`src/rtl/down_counter_drain.sv`:
```
// Down-counting drain counter.
// Loads a size, then decrements x toward 0 on each enabled cycle while y counts
// the steps taken, so x + y == size at all times. Raises a one-cycle done pulse
// on entering DONE and accepts a reload from either state.
// Optional build macro DRAIN_CHECK_EN: adds a sticky err flag for invariant
// violations plus matching immediate assertions. Without it err is tied to 0.
module down_counter_drain #(
  parameter int unsigned WIDTH     = 8,
  parameter int unsigned SIZE_INIT = 230
) (
  input  logic             clk,
  input  logic             rst,
  input  logic             selector,
  input  logic             load,
  input  logic [WIDTH-1:0] load_size,
  output logic [WIDTH-1:0] x,
  output logic [WIDTH-1:0] y,
  output logic [WIDTH-1:0] size,
  output logic             busy,
  output logic             done,
  output logic             err
);

  localparam logic [0:0]       StRun    = 1'b0;
  localparam logic [0:0]       StDone   = 1'b1;
  localparam logic [WIDTH-1:0] SizeInit = WIDTH'(SIZE_INIT);

  logic [0:0]       state_q, state_d;
  logic [WIDTH-1:0] x_q, x_d;
  logic [WIDTH-1:0] y_q, y_d;
  logic [WIDTH-1:0] size_q, size_d;
  logic             done_q, done_d;

  // Next-state: load beats stepping; reaching x==0 without a load moves to DONE.
  always_comb begin
    state_d = state_q;
    x_d     = x_q;
    y_d     = y_q;
    size_d  = size_q;
    done_d  = 1'b0;
    unique case (state_q)
      StRun: begin
        if (load) begin
          x_d    = load_size;
          size_d = load_size;
          y_d    = '0;
        end else if (x_q == '0) begin
          state_d = StDone;
          done_d  = 1'b1;
        end else if (selector) begin
          x_d = x_q - 1'b1;
          y_d = y_q + 1'b1;
        end
      end
      StDone: begin
        if (load) begin
          x_d     = load_size;
          size_d  = load_size;
          y_d     = '0;
          state_d = StRun;
        end
      end
      default: begin
        state_d = StRun;
      end
    endcase
  end

  // State and counter registers; async reset also clears a pending done pulse.
  always_ff @(posedge clk or negedge rst) begin
    if (!rst) begin
      state_q <= StRun;
      x_q     <= SizeInit;
      y_q     <= '0;
      size_q  <= SizeInit;
      done_q  <= 1'b0;
    end else begin
      state_q <= state_d;
      x_q     <= x_d;
      y_q     <= y_d;
      size_q  <= size_d;
      done_q  <= done_d;
    end
  end

  assign x    = x_q;
  assign y    = y_q;
  assign size = size_q;
  assign busy = (state_q == StRun);
  assign done = done_q;

`ifdef DRAIN_CHECK_EN
  logic [WIDTH:0] sum_w;
  logic           bad_w;
  logic           err_q;

  // Sum at WIDTH+1 bits so a wrapped y cannot alias a correct total.
  always_comb begin
    sum_w = {1'b0, x_q} + {1'b0, y_q};
    bad_w = (sum_w != {1'b0, size_q}) || (x_q > size_q);
  end

  // Sticky violation flag, cleared only by reset.
  always_ff @(posedge clk or negedge rst) begin
    if (!rst) begin
      err_q <= 1'b0;
    end else if (bad_w) begin
      err_q <= 1'b1;
    end
  end

  // Invariant checks sampled on each clock edge outside reset.
  always_ff @(posedge clk) begin
    if (rst) begin
      assert (!((y_q != '0) && (y_q != size_q) && (x_q > size_q)))
        else $error("x exceeds size mid-count");
      assert (sum_w == {1'b0, size_q})
        else $error("x + y differs from size");
    end
  end

  assign err = err_q;
`else
  assign err = 1'b0;
`endif

endmodule

```
`config.mk`:
```
export PLATFORM = sky130hd
export DESIGN_NAME = down_counter_drain
export DESIGN_NICKNAME = d
export VERILOG_FILES = /design/src/rtl/down_counter_drain.sv
export SDC_FILE = /design/constraint.sdc
export NUM_CORES = 1
export LEC_CHECK = 0
export CAP_MARGIN = 15
export CORE_MARGIN = 3
export CORE_UTILIZATION = 41
export DETAILED_ROUTE_END_ITERATION = 10
export PLACE_DENSITY = 0.71
export SLEW_MARGIN = 10
export SYNTH_ARGS = -nofsm -noshare
export SYNTH_HDL_FRONTEND = slang
export SYNTH_SLANG_ARGS = --single-unit
```
`constraint.sdc`:
```
create_clock -name clk -period 2.3 [get_ports clk]
set_clock_uncertainty 0.05 [all_clocks]
set_input_delay 0.23 -clock clk [delete_from_list [all_inputs] [get_ports clk]]
set_output_delay 0.23 -clock clk [all_outputs]
set_load 0.01 [all_outputs]
```
* After elaboration in Yosys (flattened, before gate mapping)
Index checks and enable logic that the tools add are counted.
W data, S select, Z words.
** Storage, ports and cells
- Word-level logic and storage cells :: 28
- Input bits :: 12
- Bits in registers :: 26
- Output and inout bits :: 27
** Cells by class
- $add $sub $neg :: 2
- Eq/ne operators :: 3
- Multiplexer cells :: 15
- Bitwise operators :: 1
- Reduce and logical (&&, ||, !) cells :: 2
** Operator list (number)
- $mux W8 :: 8
- $pmux W8 S2 :: 2
- $add A8 B1 Y8 const B :: 1
- $logic_not A8 Y1 :: 1
- $sub A8 B1 Y8 const B :: 1
- $ne A3 B3 Y1 const B :: 2
- $mux W1 :: 4
- $reduce_and A3 Y1 :: 1
- $ne A2 B2 Y1 const B :: 1
- $pmux W1 S2 :: 1
- $not A1 Y1 :: 1

* Logic depth before layout (Yosys ltp)
Gate-level depths: netlist (run 1).
- Word-level depth :: 5
- Mapped depth :: 7
- Mapped depth without buffers :: 6

* Worst setup path after synthesis (run 1)
No wires, ideal clock.
- Path type :: reg2reg
- Start :: register x_q[1], in the netlist x[1]
- End :: register x_q[4], in the netlist x[4]
- Required time :: 2118 ps
- Buffers on the path :: 1
- Path slack :: 370 ps
- Setup time :: 132 ps
- Period minus slack after synthesis :: 1930 ps
- Cell stages (with the launch flop) :: 8
- Data arrival time :: 1748 ps
- Cells stage by stage :: dfstp_2 inv_1 ha_1 nor3b_2 buf_6 a2111oi_1 xnor2_1 o21ai_1
** On the way
- Word-level cells in the longest chain between the ends :: 5
- Elaborated cells between the ends (all ways) :: 8
- Those cells by class :: add/sub: 1; eq/ne: 1; mux: 4; reduce/logical: 2
** Ends and longest elaborated chain
- from (decl) :: RTL line 29 : logic [WIDTH-1:0] x_q, x_d;
- from (signal assigned) :: RTL line 73 : x_q <= SizeInit;
- $sub A8 B1 Y8 :: RTL line 51 : x_d = x_q - 1'b1;
- $mux W8 :: RTL line 50 : end else if (selector) begin
- $mux W8 :: RTL line 47 : end else if (x_q == '0) begin
- $mux W8 :: RTL line 43 : if (load) begin
- $pmux W8 S2 :: RTL line 41 : unique case (state_q)
Several ways; a longest one is shown, not always the timed one. The select of a mux whose other input is x is not followed.
A chain may end at the register's enable or synchronous reset.

* Worst setup path after layout (run 1)
- Start :: register x_q[0], in the netlist x[0]
- End :: register x_q[5], in the netlist x[5]
Same word-level chain as after synthesis.

==> results of run 1 <==
## layout by cell type, fill, tap and decap left out, drive strengths merged, types with 5 or more instances in the layout
| master | instances |
|---|---|
| a21oi | 5 |
| xnor2 | 10 |
| clkdlybuf4s50 | 37 |
| dfstp | 10 |
| inv | 10 |
| nand2 | 9 |
| nor2 | 9 |
| o21ai | 13 |
| dfrtp | 16 |
| mux2 | 6 |
## how the worst max path moves through the flow
stage / start / endpoint / slack [ps] / cells after the start
6_report: x[0] / x[5] / 280 / 6
3_3_place_gp: selector / x[5] / 150 / 5
5_1_grt: x[0] / x[4] / 90 / 6
2_1_floorplan: x[1] / x[4] / 370 / 7
4_1_cts: x[0] / x[5] / 250 / 6
3_5_place_dp: selector / x[5] / 130 / 5
## stage by stage
stage	total power, mW	cells	hold slack (ps)	setup slack (ps)	area (um2)
2_1_floorplan	0.675	123	-116	370	1310
3_3_place_gp	0.793	200	409	152	1730
3_5_place_dp	0.799	200	419	126	1730
4_1_cts	1.12	204	205	252	1780
5_1_grt	1.16	204	238	90.7	1780
6_report	1.10	204	201	283	1780
## routing by layer
layer	GRT usage, %	vias to the layer above	wire (um)
li1	-	499	-
met1	17.0	488	1100
met2	24.6	36	1260
met3	4.14	4	189
met4	6.06	0	28
met5	0	-	0
## logic make-up (layout without fill, tap and decap cells)
group / Yosys count / count (layout) / synth area share (%)
compound gates: 26 / 26 / 12.6
xor+xnor: 11 / 11 / 7.34
fa+ha+maj: 3 / 3 / 2.86
buf+inv: 16 / 55 / 5.43
flops: 26 / 26 / 50.5
mux: 6 / 6 / 5.15
other cells: 1 / 1 / 0.286
simple gates: 34 / 34 / 15.8
## flip-flops by register name, summed over array words and instances (netlist names)
register and count:
state_q 1, size 8, done 1, x 8
y 8
## report_power, final
part           switching [mW]  internal, mW
clock network           0.133         0.176
registers              0.0445         0.507
logic                   0.104         0.132
total                   0.282         0.816
## synth_stat cells
cell	instances	area share, %
nand3_1	3	1.1
inv_1	10	2.9
conb_1	1	0.29
xor2_1	1	0.67
buf_4	1	0.57
or4b_4	1	1.0
nor3b_2	1	0.95
a21oi_1	4	1.5
dfstp_2	10	20
nor4_4	1	1.6
or4_4	1	0.86
a21oi_2	1	0.67
nand4b_1	1	0.67
a2111oi_2	1	1.1
or3_1	1	0.48
nand2_1	9	2.6
o21ai_0	7	2.7
mux2_2	5	4.3
buf_6	1	0.86
xnor2_1	10	6.7
a211o_1	1	0.67
o21ai_1	6	2.3
dfrtp_1	16	31
a2111oi_1	1	0.76
clkbuf_1	4	1.1
nand3b_1	1	0.57
nand2b_1	2	0.95
a21o_1	1	0.57
ha_1	3	2.9
nor3_2	2	1.5
nor2_1	9	2.6
nor3_1	1	0.38
a211oi_1	4	2.3
nor4_1	1	0.48
mux2_1	1	0.86
## area by class of cell
type	count	area share [%]
Tap cell	42	2.95
Sequential cell	26	37.2
Timing Repair Buffer	41	22.4
Clock buffer	3	1.26
Multi-Input combinational cell	81	32.4
Clock inverter	1	1.68
Inverter	10	2.10
==> flow_summary.ini, run 1 <==
[status]
status = finished, final reports clean

[timing]
setup_viol = 0
tightestPinTransition_ps = 743
timing.final.crit_share_pct = 87.7
relSlewSlack_pct = 50.3
setup_tns_ps = 0
finalHoldViolCount = 0
fin_crit_ps = 2020
drv_slew = 0
rsz0062_at_grt = false
max_freq_mhz = 496

[worst_setup_path]
required_ps = 2520
cpPeakStageDelay_ps = 620
ff2ff_setup_slack_ps = 280
r2r-end = x[5]
start_kind = flop
r2r-start = x[0]
slowest_stage = nor3b_2
path_cells = inv_1 > ha_1 > nor3b_2 > nor2_1 > mux2_2 > mux2_2
crit_top_cell = mux2_2
cp.arrival_ps = 2240
crit_fanout = 12
ff2ff_path_depth = 6
crit_buf_inv = 1
worstSetupPathType = reg -> reg
cp_top_family = simple AND/OR/NAND/NOR gates
endpoint_kind = flop

[global_routing]
antenna_found_initial = 0
gr-usage-all-layers_pct = 14.5
grt-ovfl-total = 0
grt_pass1_vias = 1047
grt_pass1_wl_um = 4600
grt_max_degree = 27

[routing]
wl_um = 2580
viasPerCell = 5.03
routedWlPerCell_um = 12.7
vias = 1027
drtAntennaViolNets = 0
drtIter0Drc = 39
remaining_drc_errors = 0
firstDrtPassIters = 4

[cells_and_area]
multi_input_area_um2 = 578
regArea_um2 = 663
layout-drive-gt1-share_pct = 19.1
nets = 178
utilization_pct = 61.5
area_delta_synth_final_pct = 35.9
diodes = 0
fill_cells = 266

[floorplan]
dieArea_mm2 = 0.00392
core_mm2 = 0.00290
start_util_pct = 45.3
rows = 19
die_y_um = 62.6
die_x_um = 62.6
io-pin-count = 39

[clocking]
cts_setup_buffers = 0
clk_latency_ps = 320
ctsResizeCount = 0
cts_made_buffers = 3
cts_tree = done
cts_max_path_buffers = 2
root_buffer = clkbuf_4
clk_pin_slew_ps = 140
htree_levels = 1
holdBufCountCts = 0
cts.sinks = 26

[power_and_ir_drop]
ir_drop_v = 0.000323
pwr_density_cell_mw_per_mm2 = 615
leakagePower_nw = 0.698

[synthesis]
synth.distinct_cells = 35
yosysSeqAreaShare_pct = 50.5
syn_avg_cell_area_um2 = 10.7
synth_seq_cells = 26
synth_nets = 138
postSynthCellCount = 123
ys_warn_count = 0
synth_area_mm2 = 0.00131

[place]
hpwlAfterDp_um = 1980
gp_congestion = 0.747
port-buffer-count = 37

[flow_run]
drv_cap = 0

[min_path]
hold_path.class = in -> async
Power figures use the tool's default switching activity.
==> run 2: changes to the inputs <==
--- a/config.mk
+++ b/config.mk
@@ -7,9 +7,8 @@
 export LEC_CHECK = 0
 export CAP_MARGIN = 15
 export CORE_MARGIN = 3
-export CORE_UTILIZATION = 41
+export CORE_UTILIZATION = 32
 export DETAILED_ROUTE_END_ITERATION = 10
-export PLACE_DENSITY = 0.71
 export SLEW_MARGIN = 10
 export SYNTH_ARGS = -nofsm -noshare
 export SYNTH_HDL_FRONTEND = slang
==> flow_summary.ini, run 2 (synthesis gave the netlist of run 1 again) <==
[status]
status = finished, final reports clean

[timing]
fin_crit_ps = 2080
timing.final.crit_share_pct = 90.2
relSlewSlack_pct = 47.7
finalHoldViolCount = 0
fin_ws_ps = 225
rsz0062_at_grt = false
drv_slew = 0
setup_tns_ps = 0
max_freq_mhz = 482
setup_viol = 0
tightestPinTransition_ps = 781

[worst_setup_path]
required_ps = 2460
start_kind = flop
worstSetupPathType = reg -> reg
endpoint_kind = flop
cp.arrival_ps = 2230
crit_fanout = 12

[floorplan]
core_mm2 = 0.00380
die_y_um = 70.0
io-pin-count = 39
rows = 22
start_util_pct = 34.6
die_x_um = 70.0
dieArea_mm2 = 0.00491

[place]
port-buffer-count = 37
hpwlAfterDp_um = 2160
place_inst = 205
gp_congestion = 0.713
place_ws_ps = 121

[clocking]
cts_made_buffers = 3
cts_tree = done
holdBufCountCts = 0
clk_pin_slew_ps = 80
clk_latency_ps = 270
cts_max_path_buffers = 2
ctsResizeCount = 0
htree_levels = 1
cts_setup_buffers = 0
root_buffer = clkbuf_8
cts.sinks = 26

[cells_and_area]
diodes = 0
final_cell_mix = 37 x clkdlybuf4s50_1, 16 x dfrtp_1, 10 x inv_1, 10 x xnor2_1, 10 x dfstp_2
layout-drive-gt1-share_pct = 18.1
mostFrequentLayoutCell = clkdlybuf4s50_1
fill_cells = 358
area_delta_synth_final_pct = 35.1
nets = 177
instances_no_fill = 208

[flow_run]
drv_cap = 0

[global_routing]
grt_pass1_wl_um = 5070
grt-ovfl-total = 0
grt_pass1_vias = 1097
gr-usage-all-layers_pct = 12.9
antenna_found_initial = 0
grt_max_degree = 33

[routing]
routedWlPerCell_um = 13.9
remaining_drc_errors = 0
firstDrtPassIters = 4
drtAntennaViolNets = 0
wl_um = 2890
viasPerCell = 4.88
drtIter0Drc = 35
vias = 1016

[power_and_ir_drop]
leakagePower_nw = 0.687
pwr_density_cell_mw_per_mm2 = 590
ir_drop_v = 0.000240
power.total_mw = 1.05

[min_path]
hold_path.class = in -> async
run 2: cell types whose count changed in the layout (fill, tap and decap cells not counted):
cell       change
buf_4          -1
clkbuf_4       -3
clkbuf_8       +3
bufinv_16      -1
run 2: metrics by stage:
stage               cell area [um2]  utilization [%]  hold slack [ps]
floorplan                      1310                -             -116
global placement               1730             45.6              410
detailed placement             1730             45.6              421
CTS                            1770             46.7              277
global route                   1770             46.7              291
finish                         1770             46.7              266
run 2: layout make-up:
cell class | count | area, um2 | share of cell area, %
Multi-Input combinational cell | 81 | 578 | 32.6
Timing Repair Buffer | 40 | 393 | 22.2
Inverter | 10 | 37.5 | 2.12
Sequential cell | 26 | 663 | 37.4
Clock buffer | 3 | 41.3 | 2.33
Tap cell | 48 | 60.1 | 3.39
run 2: where the power goes:
| group | internal (mW) | switching (mW) | leakage (nW) |
|---|---|---|---|
| clock | 0.118 | 0.138 | 0.0216 |
| sequential | 0.507 | 0.0450 | 0.316 |
| combinational | 0.132 | 0.107 | 0.350 |
run 2: per-layer routing:
layer,routed length (um),global-route usage [%],up-vias
met4,48,5.11,0
li1,-,-,496
met5,0,0,-
met2,1340,20.6,36
met3,192,3.60,5
met1,1300,16.4,479
run 2: final timing paths:
kind                       cells past startpoint    start      end  slack [ps]
hold reg to reg                                2  size[1]  size[1]         430
setup reg to reg                               6     x[0]     x[5]         220
hold / removal                                 2      rst     y[0]         270
min in group clk                               2  size[1]  size[1]         430
setup / recovery                               6     x[0]     x[5]         220
max in group asynchronous                      2      rst  size[2]        1620
run 2: worst max-delay path, stage by stage, from the launching register on:
cell and delay, ps:
dfrtp_1 420, inv_1 100, ha_1 160, nor3b_2 650, nor2_1 90, mux2_2 290
mux2_2 250
